--- config.mk ---
export PLATFORM = sky130hd
export DESIGN_NAME = gf_vec_add
export DESIGN_NICKNAME = d
export VERILOG_FILES = /design/src/rtl/gf_vec_add.sv
export SDC_FILE = /design/constraint.sdc
export NUM_CORES = 1
export LEC_CHECK = 0
export ABC_AREA = 1
export BUFFER_PORTS_ARGS = -buffer_cell sky130_fd_sc_hd__buf_4
export CAP_MARGIN = 15
export CORE_ASPECT_RATIO = 0.7
export CORE_MARGIN = 1.5
export CORE_UTILIZATION = 59
export DETAILED_ROUTE_END_ITERATION = 10
export HOLD_SLACK_MARGIN = 0.02
export PLACE_DENSITY = 0.86
export SYNTH_ARGS = -nofsm -noshare
export SYNTH_HDL_FRONTEND = slang
export SYNTH_SLANG_ARGS = --single-unit
--- constraint.sdc ---
create_clock -name i_clk -period 3.4 [get_ports i_clk]
set_clock_uncertainty 0.1 [all_clocks]
set_input_delay 0.34 -clock i_clk [delete_from_list [all_inputs] [get_ports i_clk]]
set_output_delay 0.34 -clock i_clk [all_outputs]
set_load 0.02 [all_outputs]
--- src/rtl/gf_vec_add.sv ---
`default_nettype none
// ============================================================================
// Module   : gf_vec_add
// Purpose  : GF(2^FIELD) vector adder / XOR-reducer streaming two operand
//            BRAMs into a result write port under a start/done handshake.
//            Define GF_VEC_ADD_REG_OUT_EN to add one write-port register stage.
// Revision : 1.0 - initial release
// ============================================================================
module gf_vec_add #(
    parameter int FIELD      = 8,
    parameter int PARALLEL   = 4,
    parameter int N_WORDS    = 16,
    parameter int ADDR_WIDTH = (N_WORDS > 1) ? $clog2(N_WORDS) : 1
) (
    input  logic                      i_clk,
    input  logic                      i_rst_n,
    input  logic                      i_start,
    input  logic                      i_mode,
    output logic                      o_rd_en,
    output logic [ADDR_WIDTH-1:0]     o_rd_addr,
    input  logic [FIELD*PARALLEL-1:0] i_data_1,
    input  logic [FIELD*PARALLEL-1:0] i_data_2,
    output logic                      o_wr_en,
    output logic [ADDR_WIDTH-1:0]     o_wr_addr,
    output logic [FIELD*PARALLEL-1:0] o_wr_data,
    output logic                      o_busy,
    output logic                      o_done
);

    localparam int c_W = FIELD * PARALLEL;
    localparam logic [ADDR_WIDTH-1:0] c_LAST_ADDR = ADDR_WIDTH'(N_WORDS - 1);
`ifdef GF_VEC_ADD_REG_OUT_EN
    localparam logic [1:0] c_DRAIN_LAST = 2'd2;
`else
    localparam logic [1:0] c_DRAIN_LAST = 2'd1;
`endif

    typedef enum logic [1:0] {
        S_IDLE  = 2'd0,
        S_READ  = 2'd1,
        S_DRAIN = 2'd2,
        S_DONE  = 2'd3
    } state_t;

    state_t                r_state;
    state_t                w_next;
    logic [ADDR_WIDTH-1:0] r_cnt;
    logic [1:0]            r_drain;
    logic                  r_mode;
    logic                  r_vld;
    logic                  r_last;
    logic [ADDR_WIDTH-1:0] r_addr_d;
    logic [c_W-1:0]        r_acc;
    logic                  r_wr_en;
    logic [ADDR_WIDTH-1:0] r_wr_addr;
    logic [c_W-1:0]        r_wr_data;
    logic [c_W-1:0]        w_sum;
    logic                  w_start;
    logic                  w_rd_last;

    assign w_sum     = i_data_1 ^ i_data_2;
    assign w_start   = (r_state == S_IDLE) && i_start;
    assign w_rd_last = (r_state == S_READ) && (r_cnt == c_LAST_ADDR);

    always_ff @(posedge i_clk or negedge i_rst_n) begin
        if (!i_rst_n) begin
            r_state <= S_IDLE;
        end else begin
            r_state <= w_next;
        end
    end

    always_comb begin
        w_next = r_state;
        case (r_state)
            S_IDLE:  if (i_start) w_next = S_READ;
            S_READ:  if (r_cnt == c_LAST_ADDR) w_next = S_DRAIN;
            S_DRAIN: if (r_drain == c_DRAIN_LAST) w_next = S_DONE;
            S_DONE:  w_next = S_IDLE;
            default: w_next = S_IDLE;
        endcase
    end

    // Read counter saturates at the last address and holds after READ.
    always_ff @(posedge i_clk or negedge i_rst_n) begin
        if (!i_rst_n) begin
            r_cnt   <= '0;
            r_drain <= 2'd0;
            r_mode  <= 1'b0;
        end else begin
            if (w_start) begin
                r_cnt  <= '0;
                r_mode <= i_mode;
            end else if ((r_state == S_READ) && !w_rd_last) begin
                r_cnt <= r_cnt + ADDR_WIDTH'(1);
            end
            r_drain <= (r_state == S_DRAIN) ? (r_drain + 2'd1) : 2'd0;
        end
    end

    always_ff @(posedge i_clk or negedge i_rst_n) begin
        if (!i_rst_n) begin
            r_vld    <= 1'b0;
            r_last   <= 1'b0;
            r_addr_d <= '0;
        end else begin
            r_vld    <= (r_state == S_READ);
            r_last   <= w_rd_last;
            r_addr_d <= r_cnt;
        end
    end

    // Write address/data hold their last value between writes.
    always_ff @(posedge i_clk or negedge i_rst_n) begin
        if (!i_rst_n) begin
            r_acc     <= '0;
            r_wr_en   <= 1'b0;
            r_wr_addr <= '0;
            r_wr_data <= '0;
        end else begin
            r_wr_en <= 1'b0;
            if (w_start) begin
                r_acc <= '0;
            end else if (r_vld) begin
                if (r_mode) begin
                    r_acc <= r_acc ^ w_sum;
                    if (r_last) begin
                        r_wr_en   <= 1'b1;
                        r_wr_addr <= '0;
                        r_wr_data <= r_acc ^ w_sum;
                    end
                end else begin
                    r_wr_en   <= 1'b1;
                    r_wr_addr <= r_addr_d;
                    r_wr_data <= w_sum;
                end
            end
        end
    end

`ifdef GF_VEC_ADD_REG_OUT_EN
    logic                  r_wr_en_q;
    logic [ADDR_WIDTH-1:0] r_wr_addr_q;
    logic [c_W-1:0]        r_wr_data_q;

    always_ff @(posedge i_clk or negedge i_rst_n) begin
        if (!i_rst_n) begin
            r_wr_en_q   <= 1'b0;
            r_wr_addr_q <= '0;
            r_wr_data_q <= '0;
        end else begin
            r_wr_en_q   <= r_wr_en;
            r_wr_addr_q <= r_wr_addr;
            r_wr_data_q <= r_wr_data;
        end
    end

    assign o_wr_en   = r_wr_en_q;
    assign o_wr_addr = r_wr_addr_q;
    assign o_wr_data = r_wr_data_q;
`else
    assign o_wr_en   = r_wr_en;
    assign o_wr_addr = r_wr_addr;
    assign o_wr_data = r_wr_data;
`endif

    assign o_rd_en   = (r_state == S_READ);
    assign o_rd_addr = r_cnt;
    assign o_busy    = (r_state != S_IDLE);
    assign o_done    = (r_state == S_DONE);

endmodule
`default_nettype wire

# Word level (Yosys, flattened, before mapping)
# Cells that the tools add are included.
# op_classes
add_sub_neg	2
eq_ne	9
n_mux	18
bitwise_logic	3
n_reduce_logical	12
# op_table
op	count
2-to-1 mux 32 bit	5
XOR 32 bit	2
2-to-1 mux 4 bit	4
2-to-1 mux 2 bit	4
one-hot mux 2 bit (4 select lines)	1
nonzero test 2 bit	4
AND reduction 3 bit	2
adder 4 x 1 -> 4 bit, second input constant	1
== test 2 x 1 -> 1 bit, second input constant	2
== test 2 bit, second input constant	2
== test 4 bit, second input constant	1
2-to-1 mux 1 bit	4
inequality test 2 x 1 -> 1 bit, second input constant	2
inequality test 2 bit, second input constant	2
logical AND 1 bit	3
adder 2 x 1 -> 2 bit, second input constant	1
logical NOT 2 bit	1
AND reduction 2 bit	1
logical NOT 1 bit	1
NOT 1 bit	1
# totals
regBits	84
input_bits	68
out_inout_bits	44
word_cells	55

# Depth between registers and ports, before layout
# depth
word_depth	6
depth_mapped	10
ltp_nobuf	9

# Worst setup path after synthesis
# OpenSTA, ideal clock, no wires.
# synth_path
path_type	flip-flop to flip-flop
start	register r_state[0]
end	register r_wr_data[12], in the netlist o_wr_data[12]
setup_ps	120
t_arrival_ps	1354
t_required_ps	3180
setup_slack_ps	1826
path_stages_with_launch	10
path_buffers	1
period_less_slack_ps	1574
cell_sequence	dfrtp_1 inv_1 ha_1 nand2_2 nand2_4 nor2_8 buf_6 nand2_1 inv_1 a21oi_2
# synth_between
elab_chain_cells	4
# synth_lines
item	line	source
start, declared	45	state_t r_state;
start signal, assigned	69	r_state <= w_next;
logical NOT 2 bit	62	assign w_start = (r_state == S_IDLE) && i_start;
logical AND 1 bit	62	
NOT 1 bit (no line)	--	
AND reduction 3 bit (no line)	--	
end signal, assigned	130	r_wr_data <= r_acc ^ w_sum;
end signal, assigned	135	r_wr_data <= w_sum;
end, declared	56	logic [c_W-1:0] r_wr_data;
# No other way between the ends.
# A chain may end at the register's enable or synchronous reset.

# Final worst setup path
# layout_path
start	register r_state[0]
end	register r_wr_addr[0], in the netlist o_wr_addr[0]
# layout_between
elab_chain_cells	4
# layout_lines
item	line	source
logical NOT 2 bit	62	
logical AND 1 bit	62	
NOT 1 bit (no line)	--	
AND reduction 3 bit (no line)	--	
end signal, assigned	134	r_wr_addr <= r_addr_d;
end, declared	55	logic [ADDR_WIDTH-1:0] r_wr_addr;
# No other way between the ends.

==> Flow_metrics.wiki <==
{| class="wikitable"
! Metric !! Value
|-
| Outcome || finished clean
|-
| Max clock buf depth || 2
|-
| Count of standard-cell rows || 27
|-
| Number of enable flip-flop cells after synthesis || 0
|-
| Crit-path most repeated cell || nand2_1
|-
| Post-Synthesis Mean Instance Area || 6.99 sq um
|-
| Final setup violating endpoints || 0
|-
| Minimum hold slack || 0.151 ns
|-
| Int Power || 3040 uW
|-
| Async S/R FF share, synth || 1.00
|-
| Cell depth of the worst setup path || 8
|-
| Type of the most critical hold path || in2reg
|-
| Combinational family with the most area after synthesis || simple AND/OR/NAND/NOR gates
|-
| Number of instances in the synthesized netlist || 693
|-
| Number of maximum-capacitance constraint violations || 0
|-
| Count of unique library cells instantiated by Yosys || 24
|-
| Fraction of final layout cells sized beyond drive strength 1 || 0.182
|-
| Total leakage power || 0.00354 uW
|-
| Starting utilization of the core area || 0.613
|-
| DRC violation total after the first TritonRoute iteration || 325
|-
| Setup Crit Path Kind || reg2reg
|-
| Count of input and output buffers || 111
|-
| Min cycle time layout || 2.40 ns
|-
| Worst slew slack as a fraction of its limit || 0.424
|-
| Slowest stage delay, CP || 0.66 ns
|-
| CP Buf/Inv Count || 2
|-
| Post-synthesis adder-cell area fraction || 0.0181
|-
| Grt total ovfl || 0
|-
| Min-Delay Path Depth || 3
|-
| Syn_nets || 768
|-
| Count of inserted antenna diode cells || 0
|-
| Clock network fraction of total power || 0.214
|-
| Share of the clock period used by the worst path after layout || 0.704
|-
| Compound-Gate Fraction of Synth Area || 0.0674
|-
| Largest voltage drop on the vdd net || 0.000607 V
|-
| Die outline area || 8780 sq um
|-
| Critical Path Start Type || flop
|-
| Share of synthesized area spent on multiplexers || 0
|-
| Number of antenna violations at the first check in global routing || 0
|-
| Largest fanout on the critical path || 61
|-
| Die span in x || 111 microns
|-
| Count of boundary I/O pins || 112
|-
| Sequential Power Share || 0.330
|-
| TritonRoute pass-1 iters || 5
|-
| Reg clk slew, reported paths || 0.06 ns
|-
| Summed negative setup slack over all endpoints || 0 ns
|-
| Count of cells along the worst register-to-register path || 8
|-
| Area added between synthesis and finish || 25.0%
|-
| Max-slew violation total from the final report || 0
|-
| Final wirelength || 12200 microns
|-
| Clock root cell || clkbuf_16
|-
| Die boundary height || 78.8 microns
|-
| Capturing element type of the critical path || flop
|-
| First-pass GRT wire length || 20600 microns
|-
| Combinational Power Share || 0.455
|-
| Maximum operating frequency || 417 MHz
|-
| Master of the slowest instance on the critical path || nor2_8
|-
| Required time at the worst-slack endpoint || 3.52 ns
|-
| Register bit count reported by yosys || 84
|-
| Primary flip-flop cell chosen by synthesis mapping || dfrtp_1
|-
| Hold Vio Cnt, Final || 0
|-
| Xor/xnor cell area share of the yosys netlist || 0.00181
|-
| Total number of yosys warnings || 0
|-
| Maximum number of pins on one net before global-route repair || 85
|-
| Netlist area before placement || 4850 sq um
|-
| Sequential-to-total area share from yosys stat || 0.434
|-
| Level count of the clock H-tree || 3
|-
| Switching power || 2220 uW
|-
| Leading cell types in the layout, fill and taps excluded || nand2_1 (203), inv_1 (136), nand3_1 (126), buf_4 (113), dfrtp_1 (84)
|-
| Placed wire-length estimate after detailed placement || 8390 microns
|-
| Number of buffers created by CTS || 9
|-
| Net total in the final layout || 877
|-
| Simple-gate share of the synthesized area || 0.339
|-
| Fillcell total || 593
|-
| Critical path, cell by cell || inv_1 > ha_1 > nand2_2 > nand2_4 > nor2_8 > inv_2 > nand2_1 > nand2_1
|-
| Most frequent standard cell in the layout excluding fill and tap cells || nand2_1
|-
| Detail Route Antenna Nets || 0
|-
| Kind of cell adding the most delay to the critical path || simple AND/OR/NAND/NOR gates
|-
| Gp weighted congestion || 0.846
|-
| Unrepaired setup endpoints after global routing || false
|-
| Pwr dens || 868 nW/um^2
|-
| Clk Latency, worst-skew pair || 0.34 ns
|-
| Clock tree from TritonCTS || yes
|-
| Average detailed-routed wire length per instance || 13.5 microns
|-
| Fraction of power spent switching nets || 0.423
|-
| Core footprint || 7910 sq um
|-
| Worst endpoint data arrival time || 2.52 ns
|-
| Detailed-route via count || 4853
|-
| GRT Total Usage || 0.288
|-
| DRC violations left || 0
|-
| Count of clock tree sinks || 84
|-
| Vias in the first global route || 4756
|-
| Actual slew at the worst max-slew pin || 0.865 ns
|-
| Via density per instance || 5.34
|}
worst min-delay path, cell delays in order:
cell    delay (ns)
buf_4         0.08
nor2_1        0.04
nor2_1        0.09
metrics by stage:
step	setup WS (ns)	std cells	cell area (sq um)	util	power, uW
after CTS	1.02	906	6020	0.761	5240
after global placement	1.21	890	5680	0.718	3970
final	1.00	908	6060	0.766	5260
after floorplan	1.83	693	4850	-	3300
after detailed placement	1.08	890	5680	0.718	4100
after global routing	0.844	908	6060	0.766	5610
registers in the layout (all words and copies together) (netlist names), 2 cells and up:
name       cells
o_wr_data     32
r_addr_d       4
r_drain        2
r_acc         32
o_rd_addr      4
o_wr_addr      4
r_state        2
routing by layer:
metal  global-route usage  routed length, microns  up-vias
met2                0.491                    5970      233
li1                     -                       -     2364
met3               0.0672                    1020       18
met5                    0                       0        -
met1                0.368                    5140     2238
met4               0.0975                     104        0
synthesized netlist by cell type, types with 2 or more instances:
library cell,n,area [sq um]
nand4_1,2,12.5
buf_6,6,67.6
nand3_1,126,631
a21oi_1,25,125
o21ai_0,35,175
clkbuf_1,2,7.51
nor2_4,2,22.5
inv_2,3,11.3
buf_8,2,30.0
a21oi_2,3,26.3
nand2_1,203,762
nand2_2,5,31.3
inv_1,136,510
buf_2,6,30.0
nor2_1,38,143
or2_2,2,12.5
ha_1,7,87.6
dfrtp_1,84,2100
layout make-up:
class / instances / area [sq um] / share of cell area
sequential: 84 / 2100 / 0.347
multi-input combinational: 451 / 2070 / 0.341
timing repair buffer: 115 / 886 / 0.146
inverter: 141 / 534 / 0.0882
clock buffer: 10 / 229 / 0.0378
tap: 101 / 126 / 0.0209
clock inverter: 6 / 111 / 0.0184
power by group through the flow:
stage	combinational, uW	clock [uW]	sequential [uW]
final	2390	1130	1740
after global routing	2650	1180	1780
after CTS	2380	1140	1730
after detailed placement	2360	0	1740
after global placement	2260	0	1720
after floorplan	1360	0	1940
what timing repair did:
action | CTS | global route
hold buffers | 0 | 1
endpoints found under the hold margin | 0 | 8
resized for setup | 0 | 0
buffers inserted | 0 | 0
logic make-up (layout without fill, tap and decap cells):
kind of cell | after synthesis | count (layout)
buffers and inverters | 158 | 272
AO/OA/AOI/OAI | 63 | 63
AND/OR/NAND/NOR | 380 | 380
flip-flops | 84 | 84
adder cells (fa/ha/maj) | 7 | 7
XOR/XNOR | 1 | 1
final timing paths:
path	start	to	slack (ns)
worst min-delay path	i_mode	r_mode	0.15
min in group asynchronous	i_rst_n	o_wr_data[28]	0.28
worst min register to register	r_drain[0]	r_drain[0]	0.33
worst max register to register	r_state[0]	o_wr_addr[0]	1.00
worst max-delay path	r_state[0]	o_wr_addr[0]	1.00
max in group asynchronous	i_rst_n	r_addr_d[2]	2.31
No activity file was read; power rests on OpenSTA's default activity.
